**src/rtl/cpu_controller.sv**
```systemverilog
// Instruction register, decoder and multi-cycle control FSM that sequences the datapath strobes.
// Optional HALT state for opcode 111 is compiled in when CTRL_HALT_EN is defined.
module cpu_controller (
   input  logic        clk,
   input  logic        reset_n,
   input  logic        load,
   input  logic        s,
   input  logic [15:0] in,
   output logic        w,
   output logic        halted,
   output logic        loada,
   output logic        loadb,
   output logic        loadc,
   output logic        loads,
   output logic        asel,
   output logic        bsel,
   output logic        write,
   output logic [3:0]  vsel,
   output logic [1:0]  ALUop,
   output logic [1:0]  shift,
   output logic [2:0]  readnum,
   output logic [2:0]  writenum,
   output logic [15:0] sximm5,
   output logic [15:0] sximm8
);

   typedef enum logic [2:0] {
      S_WAIT,
      S_DECODE,
      S_WRITE_IMM,
      S_GET_A,
      S_GET_B,
      S_ALU,
      S_WRITE_REG
`ifdef CTRL_HALT_EN
      , S_HALT
`endif
   } state_t;

   state_t      state_reg, state_next;
   logic [15:0] ir_reg;

   logic [2:0] opcode, rn, rd, rm;
   logic [1:0] op, sh;
   logic       is_mov_imm, is_mov_reg, is_alu, is_cmp, is_mvn, is_binary;

   assign opcode = ir_reg[15:13];
   assign op     = ir_reg[12:11];
   assign rn     = ir_reg[10:8];
   assign rd     = ir_reg[7:5];
   assign sh     = ir_reg[4:3];
   assign rm     = ir_reg[2:0];

   assign is_mov_imm = (opcode == 3'b110) && (op == 2'b10);
   assign is_mov_reg = (opcode == 3'b110) && (op == 2'b00);
   assign is_alu     = (opcode == 3'b101);
   assign is_cmp     = is_alu && (op == 2'b01);
   assign is_mvn     = is_alu && (op == 2'b11);
   assign is_binary  = is_alu && (op != 2'b11);

   assign sximm5 = {{11{ir_reg[4]}}, ir_reg[4:0]};
   assign sximm8 = {{8{ir_reg[7]}}, ir_reg[7:0]};

   // IR only accepts new words while idle, so a running instruction cannot be corrupted.
   always_ff @(posedge clk or negedge reset_n) begin
      if (!reset_n) begin
         state_reg <= S_WAIT;
         ir_reg    <= '0;
      end else begin
         state_reg <= state_next;
         if (state_reg == S_WAIT && load)
            ir_reg <= in;
      end
   end

   always_comb begin
      state_next = state_reg;
      w          = 1'b0;
      halted     = 1'b0;
      loada      = 1'b0;
      loadb      = 1'b0;
      loadc      = 1'b0;
      loads      = 1'b0;
      asel       = 1'b0;
      bsel       = 1'b0;
      write      = 1'b0;
      vsel       = 4'b0000;
      ALUop      = 2'b00;
      shift      = 2'b00;
      readnum    = 3'b000;
      writenum   = 3'b000;
      case (state_reg)
         S_WAIT: begin
            w = 1'b1;
            if (s)
               state_next = S_DECODE;
         end
         S_DECODE: begin
            if (is_mov_imm)
               state_next = S_WRITE_IMM;
            else if (is_mov_reg || is_mvn)
               state_next = S_GET_B;
            else if (is_binary)
               state_next = S_GET_A;
`ifdef CTRL_HALT_EN
            else if (opcode == 3'b111)
               state_next = S_HALT;
`endif
            else
               state_next = S_WAIT;
         end
         S_WRITE_IMM: begin
            write      = 1'b1;
            writenum   = rn;
            vsel       = 4'b0010;
            state_next = S_WAIT;
         end
         S_GET_A: begin
            readnum    = rn;
            loada      = 1'b1;
            state_next = S_GET_B;
         end
         S_GET_B: begin
            readnum    = rm;
            loadb      = 1'b1;
            state_next = S_ALU;
         end
         S_ALU: begin
            // Unary ops route a zeroed A path through asel; CMP only updates status.
            shift      = sh;
            loadc      = !is_cmp;
            loads      = is_cmp;
            ALUop      = is_alu ? op : 2'b00;
            asel       = is_mov_reg || is_mvn;
            state_next = is_cmp ? S_WAIT : S_WRITE_REG;
         end
         S_WRITE_REG: begin
            write      = 1'b1;
            writenum   = rd;
            vsel       = 4'b1000;
            state_next = S_WAIT;
         end
`ifdef CTRL_HALT_EN
         S_HALT: begin
            halted     = 1'b1;
            state_next = S_HALT;
         end
`endif
         default: state_next = S_WAIT;
      endcase
   end

endmodule
```
**config.mk**
```make
export PLATFORM = sky130hd
export DESIGN_NAME = cpu_controller
export DESIGN_NICKNAME = d
export VERILOG_FILES = /design/src/rtl/cpu_controller.sv
export SDC_FILE = /design/constraint.sdc
export NUM_CORES = 1
export LEC_CHECK = 0
export CORE_MARGIN = 3
export CORE_UTILIZATION = 39
export DETAILED_ROUTE_END_ITERATION = 10
export GPL_TIMING_DRIVEN = 0
export PLACE_DENSITY = 0.89
export SLEW_MARGIN = 20
export SYNTH_ARGS = -nofsm -noshare
export SYNTH_HDL_FRONTEND = slang
export SYNTH_SLANG_ARGS = --single-unit
```
**constraint.sdc**
```tcl
create_clock -name clk -period 2 [get_ports clk]
set_clock_uncertainty 0.15 [all_clocks]
set_input_delay 0.3 -clock clk [delete_from_list [all_inputs] [get_ports clk]]
set_output_delay 0.3 -clock clk [all_outputs]
set_load 0.02 [all_outputs]
```
==> impl_results.rst, run 1 <==
.. list-table::
   :header-rows: 1

   * - Metric
     - Value
   * - Outcome
     - completed
   * - Crit. End Element
     - primary output
   * - Startpoint of the lowest-slack register-to-register path
     - state_reg[1]$_DFFE_PN0P_
   * - Final count of pins violating max slew
     - 0
   * - Critical path's largest stage delay
     - ~390 ps
   * - Met3 layer wire length in the routed design
     - approximately 230 µm
   * - Diode insertion count for antenna repair
     - 0
   * - Worst voltage drop across the vdd grid
     - 0.766 mV
   * - HPWL Detailed
     - 2450 µm
   * - Clock share of power
     - 0.054
   * - Setup crit start
     - state_reg[1]$_DFFE_PN0P_
   * - Power Dens Cells
     - 1680 mW/mm²
   * - TritonCTS sink count
     - 19
   * - Final WL
     - 3520 µm
   * - Number of synthesized register bits
     - 19
   * - Capturing element of the worst setup path
     - ALUop[0]
   * - Hold Buf Count CTS
     - 0
   * - Endpoints failing hold
     - 0
   * - Chip Width
     - 64.7 µm
   * - CTS clock-pin slew for the worst setup and hold paths
     - roughly 110 ps
   * - Pre-CTS setup slack
     - -110 ps
   * - Critical path depth
     - 5
   * - Util after Layout
     - 0.694
   * - Worst Reg2Reg Path Length in Cells
     - 7
   * - Core area
     - 0.00318 mm²
   * - Number of iterations in the first detailed-routing pass
     - 4
   * - Critical path start-end classification
     - flop to primary output
   * - Final setup violation count
     - 0
   * - Initial antenna violation count
     - 0
   * - Die Span Y
     - between 60 and 70 µm
   * - Critical path data required time
     - 1550 ps
   * - Layout cell share with drive strength beyond 1
     - 0.513
   * - Routed vias
     - roughly 1200
   * - Crit-path most repeated cell
     - sky130_fd_sc_hd__buf_6
   * - Number of distinct library cell variants in the gate-level netlist after synthesis
     - 29
   * - Slowest cell on the critical path
     - sky130_fd_sc_hd__dfrtp_1
   * - IO buf count
     - 70
   * - P_int
     - ~2.2 mW
   * - Routed length per placed instance
     - 13.1 µm
   * - Netlist area before placement
     - 0.00135 mm²
   * - Sum of negative setup slack
     - 0 ps
   * - Met1 Routed Length
     - 1390 µm
   * - CP Cell Sequence
     - buf_6, nand3b_1, buf_6, nor3_4, buf_6
   * - Leakage power of the design
     - about 1.1 nW
   * - Vias in the first global route
     - 1084
   * - Number of buffers created by CTS
     - 3
   * - First-pass GRT wire length
     - 5110 µm
   * - Highest Signal Layer
     - met4
   * - Synth Warn #
     - 0
   * - CP Data Arrival Time
     - 1520 ps
   * - Switching fraction of total power
     - 0.418
   * - Commonest non-fill, non-tap cells in the layout
     - 70 x sky130_fd_sc_hd__buf_4, 31 x sky130_fd_sc_hd__clkdlybuf4s50_1, 16 x sky130_fd_sc_hd__dfrtp_1, 10 x sky130_fd_sc_hd__nor2_1, 8 x sky130_fd_sc_hd__mux2_4
   * - Period minus WS final
     - between 1500 and 2000 ps
   * - Full die area
     - 0.00419 mm²
   * - Slew at the pin with the worst max-slew slack
     - 852 ps
   * - Worst reg-to-reg setup slack
     - roughly 120 ps
   * - Syn Inst Count
     - 134
   * - Unrepaired setup endpoints after global routing
     - yes
   * - Buffering stage count on the worst path with inverters included
     - 3
   * - Number of nets in the final layout
     - between 200 and 250
   * - Slack of the critical path
     - 28.6 ps
   * - Global Route Usage Sum
     - 0.153
   * - Initial cell density of the core
     - 0.423
   * - Most common cell after layout, fill and taps aside
     - sky130_fd_sc_hd__buf_4
   * - Residual DRC count
     - 0
   * - Endpoint of the worst register-to-register path
     - ir_reg[9]$_DFFE_PN0P_
   * - Routed met2 length
     - between 1500 and 2000 µm
   * - Cell family with the largest share of critical-path delay
     - buffers and inverters
   * - Worst hold path type
     - input port to async pin
   * - Sw power
     - ~1.6 mW
   * - Final critical-path share of the clock period
     - 0.986
   * - Max-cap violations
     - 0
   * - Combinational cell fraction of total power
     - 0.727
   * - CP startpoint kind
     - flop
   * - Final estimated routing congestion in global placement
     - 0.751
   * - DRC violation total after the first TritonRoute iteration
     - 36
   * - Worst-Skew Late Latency
     - 300 ps
   * - Slew Limit Headroom
     - 0.430
   * - CTS Root Buffer Type
     - sky130_fd_sc_hd__clkbuf_4
   * - Area growth, synth to finish
     - 64.1%
   * - Remaining number of nets flagged by the antenna check after routing
     - 0
   * - Fmax
     - 0.507 GHz
   * - Overall power after layout
     - 3.71 mW
   * - # H-tree levels
     - 1
   * - Clock tree from TritonCTS
     - built
   * - Number of flip-flops under the largest register name
     - 16
   * - Minimum hold slack
     - between 300 and 400 ps
   * - Standard-cell rows
     - 20
   * - Maximum number of pins on one net before global-route repair
     - 20
   * - Average via count per standard cell
     - between 4 and 5
   * - I/O Pins
     - 75
   * - Maximum fanout along the worst path
     - 8
   * - GRT overflow
     - 0
   * - Share of synthesized area occupied by flip-flops and latches
     - 0.353
   * - Number of buffers on the longest clock path
     - 2
   * - Average cell area after synthesis
     - 10.0 µm²
   * - Part of the power in registers
     - 0.219
how the worst min path moves through the flow:
stage | from | cells after the start | end | slack [ps]
final | reset_n | 1 | ir_reg[3]$_DFFE_PN0P_ | 330
after global routing | reset_n | 1 | ir_reg[3]$_DFFE_PN0P_ | 390
after CTS | reset_n | 1 | ir_reg[1]$_DFFE_PN0P_ | 360
after detailed placement | ir_reg[6]$_DFFE_PN0P_ | 1 | ir_reg[6]$_DFFE_PN0P_ | 380
after global placement | ir_reg[6]$_DFFE_PN0P_ | 1 | ir_reg[6]$_DFFE_PN0P_ | 370
after floorplan | reset_n | 0 | ir_reg[0]$_DFFE_PN0P_ | -150
synthesized netlist by cell type (all sizes together):
| master | n | area share |
|---|---|---|
| buf | 42 | 0.25 |
| dfrtp | 19 | 0.35 |
| mux2 | 14 | 0.14 |
| nor2 | 11 | 0.031 |
| nand2 | 7 | 0.020 |
| nor3 | 6 | 0.031 |
| o21ai | 5 | 0.019 |
| inv | 4 | 0.011 |
| a22o | 3 | 0.020 |
| mux2i | 3 | 0.022 |
| nand2b | 3 | 0.014 |
| nand3 | 3 | 0.011 |
| a211oi | 2 | 0.011 |
| nand3b | 2 | 0.011 |
| nor3b | 2 | 0.011 |
| a2111oi | 1 | 0.0065 |
| a21o | 1 | 0.0056 |
| a31oi | 1 | 0.0047 |
| and2 | 1 | 0.0065 |
| and3 | 1 | 0.0047 |
| and4b | 1 | 0.0074 |
| conb | 1 | 0.0028 |
| nor4b | 1 | 0.0065 |
through the flow:
| step | std cells | area [µm²] |
|---|---|---|
| finish | 268 | 2210 |
| global route | 268 | 2210 |
| CTS | 258 | 2140 |
| detailed placement | 251 | 2120 |
| global placement | 251 | 2120 |
| floorplan | 137 | 1360 |
kinds of logic after synthesis:
| logic type | Yosys count | share of synthesized area |
|---|---|---|
| compound gates | 13 | 0.0661 |
| buf+inv | 46 | 0.262 |
| flops | 19 | 0.353 |
| mux | 17 | 0.162 |
| other cells | 1 | 0.00279 |
| simple gates | 38 | 0.153 |
power by group through the flow:
stage	logic [mW]	clock network [mW]	registers, mW
floorplan	1.72	0	0.760
global placement	2.57	0	0.817
detailed placement	2.62	0	0.826
CTS	2.61	0.204	0.825
global route	2.86	0.220	0.851
finish	2.70	0.201	0.813
worst reg2reg max path, delay by kind of cell, from the launching register on:
kind                   cells  cell delay, ps
buffers and inverters      4             540
multiplexers               1             300
flip-flops                 1             390
AND/OR/NAND/NOR            2             400
cell type report:
cell class / instances / area (µm²)
buffer: 42 / 350
clock buffer: 4 / 26.3
fill: 271 / 971
inverter: 4 / 15.0
multi-input combinational: 72 / 569
sequential: 19 / 479
tap: 44 / 55.1
timing repair buffer: 83 / 712
metal layers:
metal  vias up  GRT usage
met2        49      0.285
li1        596          -
met5         -          0
met4         0     0.0237
met3         2     0.0329
met1       570      0.182
repair_timing:
action                                  CTS  global route
setup buffers                             3            10
resized for setup                        61            44
endpoints found under the setup margin   41            34
gates cloned                              0             0
pin swaps                                 1             1
hold endpoints to repair                  0             0
Note: power is estimated with default switching activity, not from simulation.
==> inputs of run 2 (changes only) <==
RECOVER_POWER = 50   (was default)
SLEW_MARGIN = 0   (was 20)
==> run 2 against run 1 <==
Setup slack stayed put. Core utilization stayed put. Non-clock buffer count stayed put. Maximum frequency stayed put. Sequential power hardly changed. First-iteration DRC count stayed put. Largest cell class unchanged. Largest power group unchanged. Global-route usage stayed put. Routed wire length hardly changed. Register-to-register slack hardly changed. Worst hold slack better by 71 ps. Highest routed layer unchanged. Clock-buffer cell count stayed put.
==> impl_results.rst, run 2 (synthesized netlist as in run 1, its figures left out) <==
.. list-table::
   :header-rows: 1

   * - Metric
     - Value
   * - Critical path data required time
     - 1550 ps (about the same)
   * - Slew Limit Headroom
     - 0.423 (was 0.430)
   * - Minimum hold slack
     - 396 ps (was 325 ps)
   * - HPWL Detailed
     - 2450 µm (unchanged)
   * - Standard-cell rows
     - 20 (unchanged)
   * - Routed length per placed instance
     - 13.1 µm (about the same)
   * - Global Route Usage Sum
     - 0.153 (unchanged)
   * - Part of the power in registers
     - 0.219 (about the same)
   * - DRC violation total after the first TritonRoute iteration
     - 36 (unchanged)
   * - CP startpoint kind
     - flop (unchanged)
   * - Remaining number of nets flagged by the antenna check after routing
     - 0 (unchanged)
   * - Sw power
     - 1.55 mW (about the same)
   * - Setup crit start
     - state_reg[1]$_DFFE_PN0P_ (unchanged)
   * - Period minus WS final
     - 1970 ps (unchanged)
   * - Most common cell after layout, fill and taps aside
     - sky130_fd_sc_hd__buf_4 (unchanged)
   * - P_int
     - 2.16 mW (about the same)
   * - Slew at the pin with the worst max-slew slack
     - 863 ps (was 852 ps)
   * - Worst-Skew Late Latency
     - 300 ps (about the same)
   * - Leakage power of the design
     - 1.12 nW (about the same)
   * - Layout cell share with drive strength beyond 1
     - 0.513 (unchanged)
   * - Residual DRC count
     - 0 (unchanged)
   * - Clock share of power
     - 0.054 (about the same)
   * - Fill cell total of the finished layout
     - 271 (unchanged)
   * - I/O Pins
     - 75 (unchanged)
   * - Final critical-path share of the clock period
     - 0.986 (unchanged)
   * - Final WL
     - 3520 µm (about the same)
   * - Chip Width
     - 64.7 µm (unchanged)
   * - Full die area
     - 0.00419 mm² (unchanged)
   * - Average via count per standard cell
     - 4.54 (unchanged)
   * - Area growth, synth to finish
     - 64.1% (unchanged)
   * - Sequential cell area
     - 479 µm² (unchanged)
   * - CP Data Arrival Time
     - 1520 ps (about the same)
   * - Critical path start-end classification
     - flop to primary output (unchanged)
   * - Startpoint of the lowest-slack register-to-register path
     - state_reg[1]$_DFFE_PN0P_ (unchanged)
   * - Number of iterations in the first detailed-routing pass
     - 4 (unchanged)
   * - Initial cell density of the core
     - 0.423 (unchanged)
   * - Cell Count, Final, Fillers Out
     - 268 (unchanged)
   * - IO buf count
     - 70 (unchanged)
   * - Die Span Y
     - 64.7 µm (unchanged)
   * - # H-tree levels
     - 1 (unchanged)
   * - Placed Area
     - 0.00212 mm² (unchanged)
   * - First-pass GRT wire length
     - 5110 µm (unchanged)
   * - Worst hold path type
     - input port to async pin (unchanged)
   * - CTS clock-pin slew for the worst setup and hold paths
     - 110 ps (about the same)
   * - CTS Root Buffer Type
     - sky130_fd_sc_hd__clkbuf_4 (unchanged)
   * - Commonest non-fill, non-tap cells in the layout
     - 70 x sky130_fd_sc_hd__buf_4, 30 x sky130_fd_sc_hd__clkdlybuf4s50_1, 16 x sky130_fd_sc_hd__dfrtp_1, 10 x sky130_fd_sc_hd__nor2_1, 8 x sky130_fd_sc_hd__mux2_4 (was 70 x sky130_fd_sc_hd__buf_4, 31 x sky130_fd_sc_hd__clkdlybuf4s50_1, 16 x sky130_fd_sc_hd__dfrtp_1, 10 x sky130_fd_sc_hd__nor2_1, 8 x sky130_fd_sc_hd__mux2_4)
   * - Max-cap violations
     - 0 (unchanged)
   * - Routed vias
     - 1217 (unchanged)
   * - Outcome
     - completed (unchanged)
   * - Clock tree from TritonCTS
     - built (unchanged)
   * - Power Dens Cells
     - 1680 mW/mm² (about the same)
   * - Number of flip-flops under the largest register name
     - 16 (unchanged)
   * - Maximum number of pins on one net before global-route repair
     - 20 (unchanged)
   * - Crit. End Element
     - primary output (unchanged)
   * - GRT overflow
     - 0 (unchanged)
   * - Instance count after placement with tap cells included
     - 251 (unchanged)
   * - Post-route standard cell area excluding fillers
     - 0.00221 mm² (unchanged)
   * - Final count of pins violating max slew
     - 0 (unchanged)
   * - Fmax
     - 0.507 GHz (unchanged)
   * - Pre-CTS setup slack
     - -110 ps (unchanged)
   * - Core area
     - 0.00318 mm² (unchanged)
   * - Overall power after layout
     - 3.71 mW (about the same)
   * - TritonCTS sink count
     - 19 (unchanged)
   * - Unrepaired setup endpoints after global routing
     - yes (unchanged)
   * - Number of nets in the final layout
     - 245 (unchanged)
   * - Final setup violation count
     - 0 (unchanged)
   * - Final estimated routing congestion in global placement
     - 0.751 (unchanged)
   * - Diode insertion count for antenna repair
     - 0 (unchanged)
   * - Area of the multi-input gates
     - 569 µm² (unchanged)
   * - Endpoints failing hold
     - 0 (unchanged)
   * - Vias in the first global route
     - 1084 (unchanged)
   * - Number of buffers on the longest clock path
     - 2 (unchanged)
   * - Worst voltage drop across the vdd grid
     - 0.766 mV (about the same)
   * - Number of buffers created by CTS
     - 3 (unchanged)
   * - Hold Buf Count CTS
     - 0 (unchanged)
   * - Slack of the critical path
     - 28.6 ps (unchanged)
   * - Initial antenna violation count
     - 0 (unchanged)
   * - Switching fraction of total power
     - 0.418 (about the same)
   * - Combinational cell fraction of total power
     - 0.727 (about the same)
   * - Maximum fanout along the worst path
     - 8 (unchanged)
==> run 2: routing by layer <==
layer / up-vias / share of wire / GRT usage
li1: 596 / - / -
met1: 570 / 0.39 / 0.182
met2: 49 / 0.53 / 0.285
met3: 2 / 0.065 / 0.0329
met4: 0 / 0.0063 / 0.0237
met5: - / 0 / 0
==> run 2: worst paths after layout <==
kind                            depth (start not counted)  slack [ps]                     end
worst max-delay path                                    5          30                ALUop[0]
worst min-delay path                                    1         400   ir_reg[3]$_DFFE_PN0P_
worst max register to register                          7         120   ir_reg[9]$_DFFE_PN0P_
worst min register to register                          1         410   ir_reg[8]$_DFFE_PN0P_
max in group asynchronous                               1         720  ir_reg[13]$_DFFE_PN0P_
min in group clk                                        1         410   ir_reg[8]$_DFFE_PN0P_
==> run 2: repair_timing <==
| item | CTS | global route |
|---|---|---|
| endpoints found under the hold margin | 0 | 0 |
| resized for setup | 61 | 44 |
| endpoints found under the setup margin | 41 | 34 |
| buffers inserted | 3 | 10 |
| pin swaps | 1 | 1 |
==> run 2: area by class of cell <==
cell class,count,area share
flip-flops and latches,19,0.217
plain buffers,42,0.159
clock buffers,4,0.0119
well taps,44,0.0249
inverters,4,0.00680
multi-input cells,72,0.258
repair buffers,83,0.323
==> run 2: power groups by stage <==
stage / clock network (mW) / logic, mW / registers [mW]
floorplan: 0 / 1.72 / 0.760
global placement: 0 / 2.57 / 0.817
detailed placement: 0 / 2.62 / 0.826
CTS: 0.204 / 2.61 / 0.825
global route: 0.220 / 2.86 / 0.851
finish: 0.201 / 2.70 / 0.814
==> run 2: per-stage QoR <==
stage / utilization / TNS, ps
after floorplan: - / 0
after global routing: 0.694 / -239
final: 0.694 / 0
after CTS: 0.673 / -59.7
after global placement: 0.666 / -620
after detailed placement: 0.666 / -745
==> run 2: worst max-delay path, stage by stage (launching register included) <==
cell and delay (ps):
sky130_fd_sc_hd__dfrtp_1 390, sky130_fd_sc_hd__buf_6 140, sky130_fd_sc_hd__nand3b_1 230, sky130_fd_sc_hd__buf_6 180
sky130_fd_sc_hd__nor3_4 160, sky130_fd_sc_hd__buf_6 140
